File: src/rtl/subtractor_4bits_pipeline.sv
// ---------------------------------------------------------------------------
// subtractor_4bits_pipeline
//   Two-stage pipelined subtractor with borrow: diff = a - b - bin.
//   Stage 1 resolves the low half and its borrow. Stage 2 resolves the high
//   half using that borrow. Latency is 2 enabled clocks and throughput is
//   1 op per enabled clock. EN=0 freezes every register, valid included.
//   The datapath is free-running: in_valid only qualifies the valid bit.
//
//   Optional feature macro: SUB_PIPE_OVERFLOW_EN adds the OV output. OV is
//   the signed overflow of a - b - bin, aligned with diff.
//
// Ports
//   CLK        in   1      system clock, rising edge
//   RST        in   1      asynchronous reset, active low
//   EN         in   1      pipeline advance (0 = stall)
//   in_valid   in   1      a/b/bin carry a new operation
//   a          in   WIDTH  minuend, unsigned
//   b          in   WIDTH  subtrahend, unsigned
//   bin        in   1      borrow in
//   diff       out  WIDTH  registered difference
//   bout       out  1      registered borrow out
//   out_valid  out  1      diff/bout hold a valid result
//   OV         out  1      signed overflow (SUB_PIPE_OVERFLOW_EN only)
// ---------------------------------------------------------------------------
module subtractor_4bits_pipeline #(
  parameter int WIDTH = 4
) (
  input  logic             CLK,
  input  logic             RST,
  input  logic             EN,
  input  logic             in_valid,
  input  logic [WIDTH-1:0] a,
  input  logic [WIDTH-1:0] b,
  input  logic             bin,
  output logic [WIDTH-1:0] diff,
  output logic             bout,
  output logic             out_valid
`ifdef SUB_PIPE_OVERFLOW_EN
  ,
  output logic             OV
`endif
);

  localparam int LOW_BITS  = WIDTH / 2;
  localparam int HIGH_BITS = WIDTH - LOW_BITS;

  // Stage 1 state
  logic [LOW_BITS-1:0]  d_lo_q;
  logic                 b1_q;
  logic [HIGH_BITS-1:0] a_hi_q;
  logic [HIGH_BITS-1:0] b_hi_q;
  logic                 valid1_q;

  // Stage 2 state
  logic [WIDTH-1:0]     diff_q;
  logic                 bout_q;
  logic                 valid2_q;

  // One extra bit on each half: it goes to 1 exactly when the half result
  // is negative, so it serves directly as the borrow out.
  logic [LOW_BITS:0]    lo_d;
  logic [HIGH_BITS:0]   hi_d;

  always_comb begin
    lo_d = {1'b0, a[LOW_BITS-1:0]} - {1'b0, b[LOW_BITS-1:0]}
         - {{LOW_BITS{1'b0}}, bin};
  end

  always_comb begin
    hi_d = {1'b0, a_hi_q} - {1'b0, b_hi_q} - {{HIGH_BITS{1'b0}}, b1_q};
  end

  always_ff @(posedge CLK or negedge RST) begin
    if (!RST) begin
      d_lo_q   <= '0;
      b1_q     <= 1'b0;
      a_hi_q   <= '0;
      b_hi_q   <= '0;
      valid1_q <= 1'b0;
    end else if (EN) begin
      d_lo_q   <= lo_d[LOW_BITS-1:0];
      b1_q     <= lo_d[LOW_BITS];
      a_hi_q   <= a[WIDTH-1:LOW_BITS];
      b_hi_q   <= b[WIDTH-1:LOW_BITS];
      valid1_q <= in_valid;
    end
  end

  always_ff @(posedge CLK or negedge RST) begin
    if (!RST) begin
      diff_q   <= '0;
      bout_q   <= 1'b0;
      valid2_q <= 1'b0;
    end else if (EN) begin
      diff_q   <= {hi_d[HIGH_BITS-1:0], d_lo_q};
      bout_q   <= hi_d[HIGH_BITS];
      valid2_q <= valid1_q;
    end
  end

  assign diff      = diff_q;
  assign bout      = bout_q;
  assign out_valid = valid2_q;

`ifdef SUB_PIPE_OVERFLOW_EN
  logic ov_q;
  logic ov_d;

  // The operand sign bits live in the registered high halves. The result
  // sign is the top bit of the stage-2 high half.
  always_comb begin
    ov_d = (a_hi_q[HIGH_BITS-1] != b_hi_q[HIGH_BITS-1]) &&
           (hi_d[HIGH_BITS-1] != a_hi_q[HIGH_BITS-1]);
  end

  always_ff @(posedge CLK or negedge RST) begin
    if (!RST) begin
      ov_q <= 1'b0;
    end else if (EN) begin
      ov_q <= ov_d;
    end
  end

  assign OV = ov_q;
`endif

endmodule

File: config.mk
export PLATFORM = sky130hd
export DESIGN_NAME = subtractor_4bits_pipeline
export DESIGN_NICKNAME = d
export VERILOG_FILES = /design/src/rtl/subtractor_4bits_pipeline.sv
export SDC_FILE = /design/constraint.sdc
export NUM_CORES = 1
export LEC_CHECK = 0
export ABC_CLOCK_PERIOD_IN_PS = 1400
export CORE_UTILIZATION = 40
export DETAILED_ROUTE_END_ITERATION = 16
export GPL_TIMING_DRIVEN = 1
export PLACE_DENSITY = 0.72
export SYNTH_ARGS = -nofsm -noshare
export SYNTH_HDL_FRONTEND = slang
export SYNTH_SLANG_ARGS = --single-unit
File: constraint.sdc
create_clock -name CLK -period 1.4 [get_ports CLK]
set_input_delay 0.28 -clock CLK [delete_from_list [all_inputs] [get_ports CLK]]
set_output_delay 0.28 -clock CLK [all_outputs]
set_load 0.05 [all_outputs]
# Word-level counts from Yosys, hierarchy flattened
# Cells that the tools add are included.
[word_totals]
register_bits = 14
input_bits = 13
output_inout_bits = 6
word_cells = 12
[op_classes]
n_addsub = 4
[op_table]
columns = ["cell", "count"]
rows = [
  ["subtractor 2 x 2 -> 3 bit", 2],
  ["subtractor 3 x 1 -> 3 bit", 2],
]

# Longest topological paths before layout
[depth]
word_depth = 2
mapped_depth = 6

# Least setup slack after synthesis
# No wires, ideal clock.
[synth_timing]
kind = "reg-to-reg"
from = "reg b1_q"
to = "reg diff_q[3], in the netlist diff[3]"
arrival_time_ns = 1.331
t_required_ns = 1.321
setup_slack_ns = -0.010
path_stages_with_launch = 6
n_path_buf = 0
period_less_slack_ns = 1.410
path_cell_list = "dfrtp_1 -> inv_1 -> fa_1 -> inv_1 -> fa_1 -> mux2i_1"
[synth_via]
elab_chain_cells = 1
[synth_rtl]
columns = ["element", "line", "rtl"]
rows = [
  ["start: declaration", "49", "logic b1_q;"],
  ["start signal: assignment", "82", "b1_q <= lo_d[LOW_BITS];"],
  ["subtractor 3 x 1 -> 3 bit", "70", "hi_d = {1'b0, a_hi_q} - {1'b0, b_hi_q} - {{HIGH_BITS{1'b0}}, b1_q};"],
  ["end signal: assignment", "95", "diff_q <= {hi_d[HIGH_BITS-1:0], d_lo_q};"],
  ["end: declaration", "55", "logic [WIDTH-1:0] diff_q;"],
]
# No other way between the ends.
# A chain may end at the register's enable or synchronous reset.

# Worst setup path after layout
# Same ends and word-level chain as after synthesis.

==> results by group <==
Synthesis
  – Post-synth EDFFs: 0
  – Post-synthesis sequential area ratio: 53.9%
  – Post-synthesis simple-gate area fraction: 1.73%
  – Synth top area cells: dfrtp_1 54%, fa_1 12%, mux2_2 12%
  – Adder-Cell Fraction of Synth Area: 12.3%
  – Synth Register Bits: 14
  – Post-synth net total: 64
  – Synth Area per Inst: 13.8 um2
  – Ys async rst share: 100%
  – Mapped Cells: 47
  – Unique masters post-synth: 10
  – Post-synthesis mux area share: 19.8%
  – Top-count cell post-synth: dfrtp_1
  – Share of the synthesized area in the top cell type: 53.9%
  – Most used DFF post-synth: dfrtp_1
  – Ys Warns: 0
  – Largest family of logic cells by synthesized area: multiplexers
  – Commonest cells in the netlist: 14 x dfrtp_1, 10 x inv_1, 7 x mux2_2
  – Post-synth top area cell: dfrtp_1
  – Post-synthesis cell area: 649 um2
  – Post-synthesis compound-gate area fraction: 2.31%
  – XOR/XNOR share of the synthesized area: 0%

Global route
  – Vias in the first global route: 429
  – Largest net degree at the start of global routing: 18
  – GRT Overall Usage: 13.0%
  – First-pass GRT wire length: 1730 um
  – Global route total overflow: 0
  – Initial antenna violation count: 0

Clock network
  – Clk buf depth: 2
  – CTS tree: built
  – Cts hold-fix bufs: 0
  – CTS sink count: 14
  – Total clock buffers created by CTS: 3
  – Clk_lat worst skew: 0.28 ns
  – Reg clk slew, reported paths: 0.08 ns
  – CTS root buffer: clkbuf_4
  – H-tree depth: 1

STA
  – Final worst path period share: 101%
  – Hold Worst Slack: 0.304 ns
  – Worst slew margin: 88.1%
  – Highest Clock Rate: 0.704 GHz
  – Fin. Hold Viols: 0
  – Clock skew: 0.00268 ns
  – RSZ-0062 raised after global routing: yes
  – Min cycle time layout: 1.42 ns
  – Post-route setup slack: -0.0202 ns
  – Worst-Margin Slew: 0.176 ns
  – Final setup viols: 1
  – Number of max-slew violations in the final report: 0

Route
  – Post-route ant nets: 0
  – Via density: 4.66
  – Total wire length: 978 um
  – DRC Markers: 0
  – Initial DRC count: 4
  – Vias: 405
  – Wire length per cell: 11.2 um
  – DR pass1 iterations: 2

Power
  – Pwr dens: 1440 mW/mm2
  – Leak Pwr: 0.457 nW
  – Worst vdd ir: 0.642 mV
  – Total power: 0.00139 W

Die
  – Initial Util: 43.1%
  – Die width: 42.3 um
  – Num rows: 14
  – Die height: 42.3 um
  – Core box area: 0.00151 mm2
  – Die area: 0.00179 mm2
  – I/O pins: 19

Flow run
  – Max-cap viol count: 0

Worst setup path
  – Crit-path max cell delay: 0.39 ns
  – R2R Path Start: b1_q
  – Max FO, Critical Path: 2
  – Reg2Reg Setup Slack: -0.02 ns
  – Startpoint types: flip-flop
  – Slowest CP cell: fa_1
  – CP required: 1.61 ns
  – Critical Path, Cell by Cell: inv_2 -> fa_2 -> inv_2 -> fa_1 -> mux2i_1
  – Critical Path AT: 1.63 ns
  – Setup CP Type: reg2reg
  – CP most frequent cell: inv_2
  – Worst setup path startpoint: b1_q
  – CP endpoint kind: flip-flop

Cells and area
  – Post-Layout Cell Count: 87
  – Filler Cells Inserted: 124
  – Final nets: 89
  – Synth-to-Final Area Change: 48.4%
  – Area occupied by multi-input gates: 240 um2
  – Register area: 350 um2
  – Layout cells sized above 1: 42.3%
  – Antenna Cells: 0

Placed design
  – IO buf count: 18
  – Dpl hpwl: 742 um
  – Number of placed cells counting well taps: 82
  – Final GP Congestion: 0.696

Outcome
  – Status: finished, violations left
  – Failing checks: negative setup slack

Worst hold path
  – Class of the worst hold path: in2async
==> path summary, 6_finish.rpt <==
path	endpoint	cells after the start
worst max register to register	diff[3]	5
max in group asynchronous	diff[0]	2
worst min register to register	d_lo_q[0]	1
min in group CLK	d_lo_q[0]	1
worst max-delay path	diff[3]	5
worst min-delay path	a_hi_q[0]	2
==> registers in the layout, summed over array words and instances, names as in the netlist <==
register and flops:
d_lo_q 2, bout 1, b_hi_q 2, diff 4
valid1_q 1, b1_q 1, out_valid 1, a_hi_q 2
==> power by group <==
part | switching, W | internal [W]
clock network | 0.000131 | 0.000158
logic | 0.000258 | 0.000300
registers | 0.0000646 | 0.000481
total | 0.000453 | 0.000939
==> repair_timing <==
action	CTS	global route
pin swaps	4	0
setup buffers	1	0
endpoints found under the setup margin	3	2
resized for setup	7	1
==> critical path: cells and delay by family, from the launching register on <==
family	cells	cell delay [ns]
adders and majority gates	2	0.77
DFF	1	0.35
muxes	1	0.13
buffers and inverters	2	0.11
==> cell type report <==
| cell class | instances | share of cell area, % |
|---|---|---|
| clock buffer | 4 | 3.77 |
| inverter | 10 | 3.90 |
| multi-input combinational | 21 | 24.9 |
| sequential | 14 | 36.4 |
| tap | 16 | 2.08 |
| timing repair buffer | 22 | 29.0 |
==> routing by layer <==
layer,vias up,global-route usage [%],routed length [um]
met3,2,3.88,43
li1,192,-,-
met4,0,5.63,17
met2,11,19.7,482
met1,200,17.3,435
met5,-,0,0
==> logic make-up (layout without fill, tap and decap cells) <==
logic type      Yosys count  in the layout
simple gates              3              3
mux                      11             11
compound gates            3              3
fa+ha+maj                 4              4
flops                    14             14
buf+inv                  12             36
==> stage by stage <==
stage	TNS (ns)	area [um2]	util (%)	setup slack, ns
6_report	-0.0202	963	64.0	-0.0202
5_1_grt	-0.0933	963	64.0	-0.0480
4_1_cts	-0.0553	963	64.0	-0.0323
3_5_place_dp	-1.06	921	61.1	-0.433
3_3_place_gp	-0.913	921	61.1	-0.428
2_1_floorplan	0	652	-	0.0137
==> cells in the final DEF (no fill, tap or decap), drive strengths merged <==
cell type,n
buf,10
clkbuf,4
clkdlybuf4s50,9
dfrtp,14
dlygate4sd2,3
fa,4
inv,10
mux2,9
mux2i,2
nand2,3
o21ai,3
Note: power is estimated with default switching activity, not from simulation.
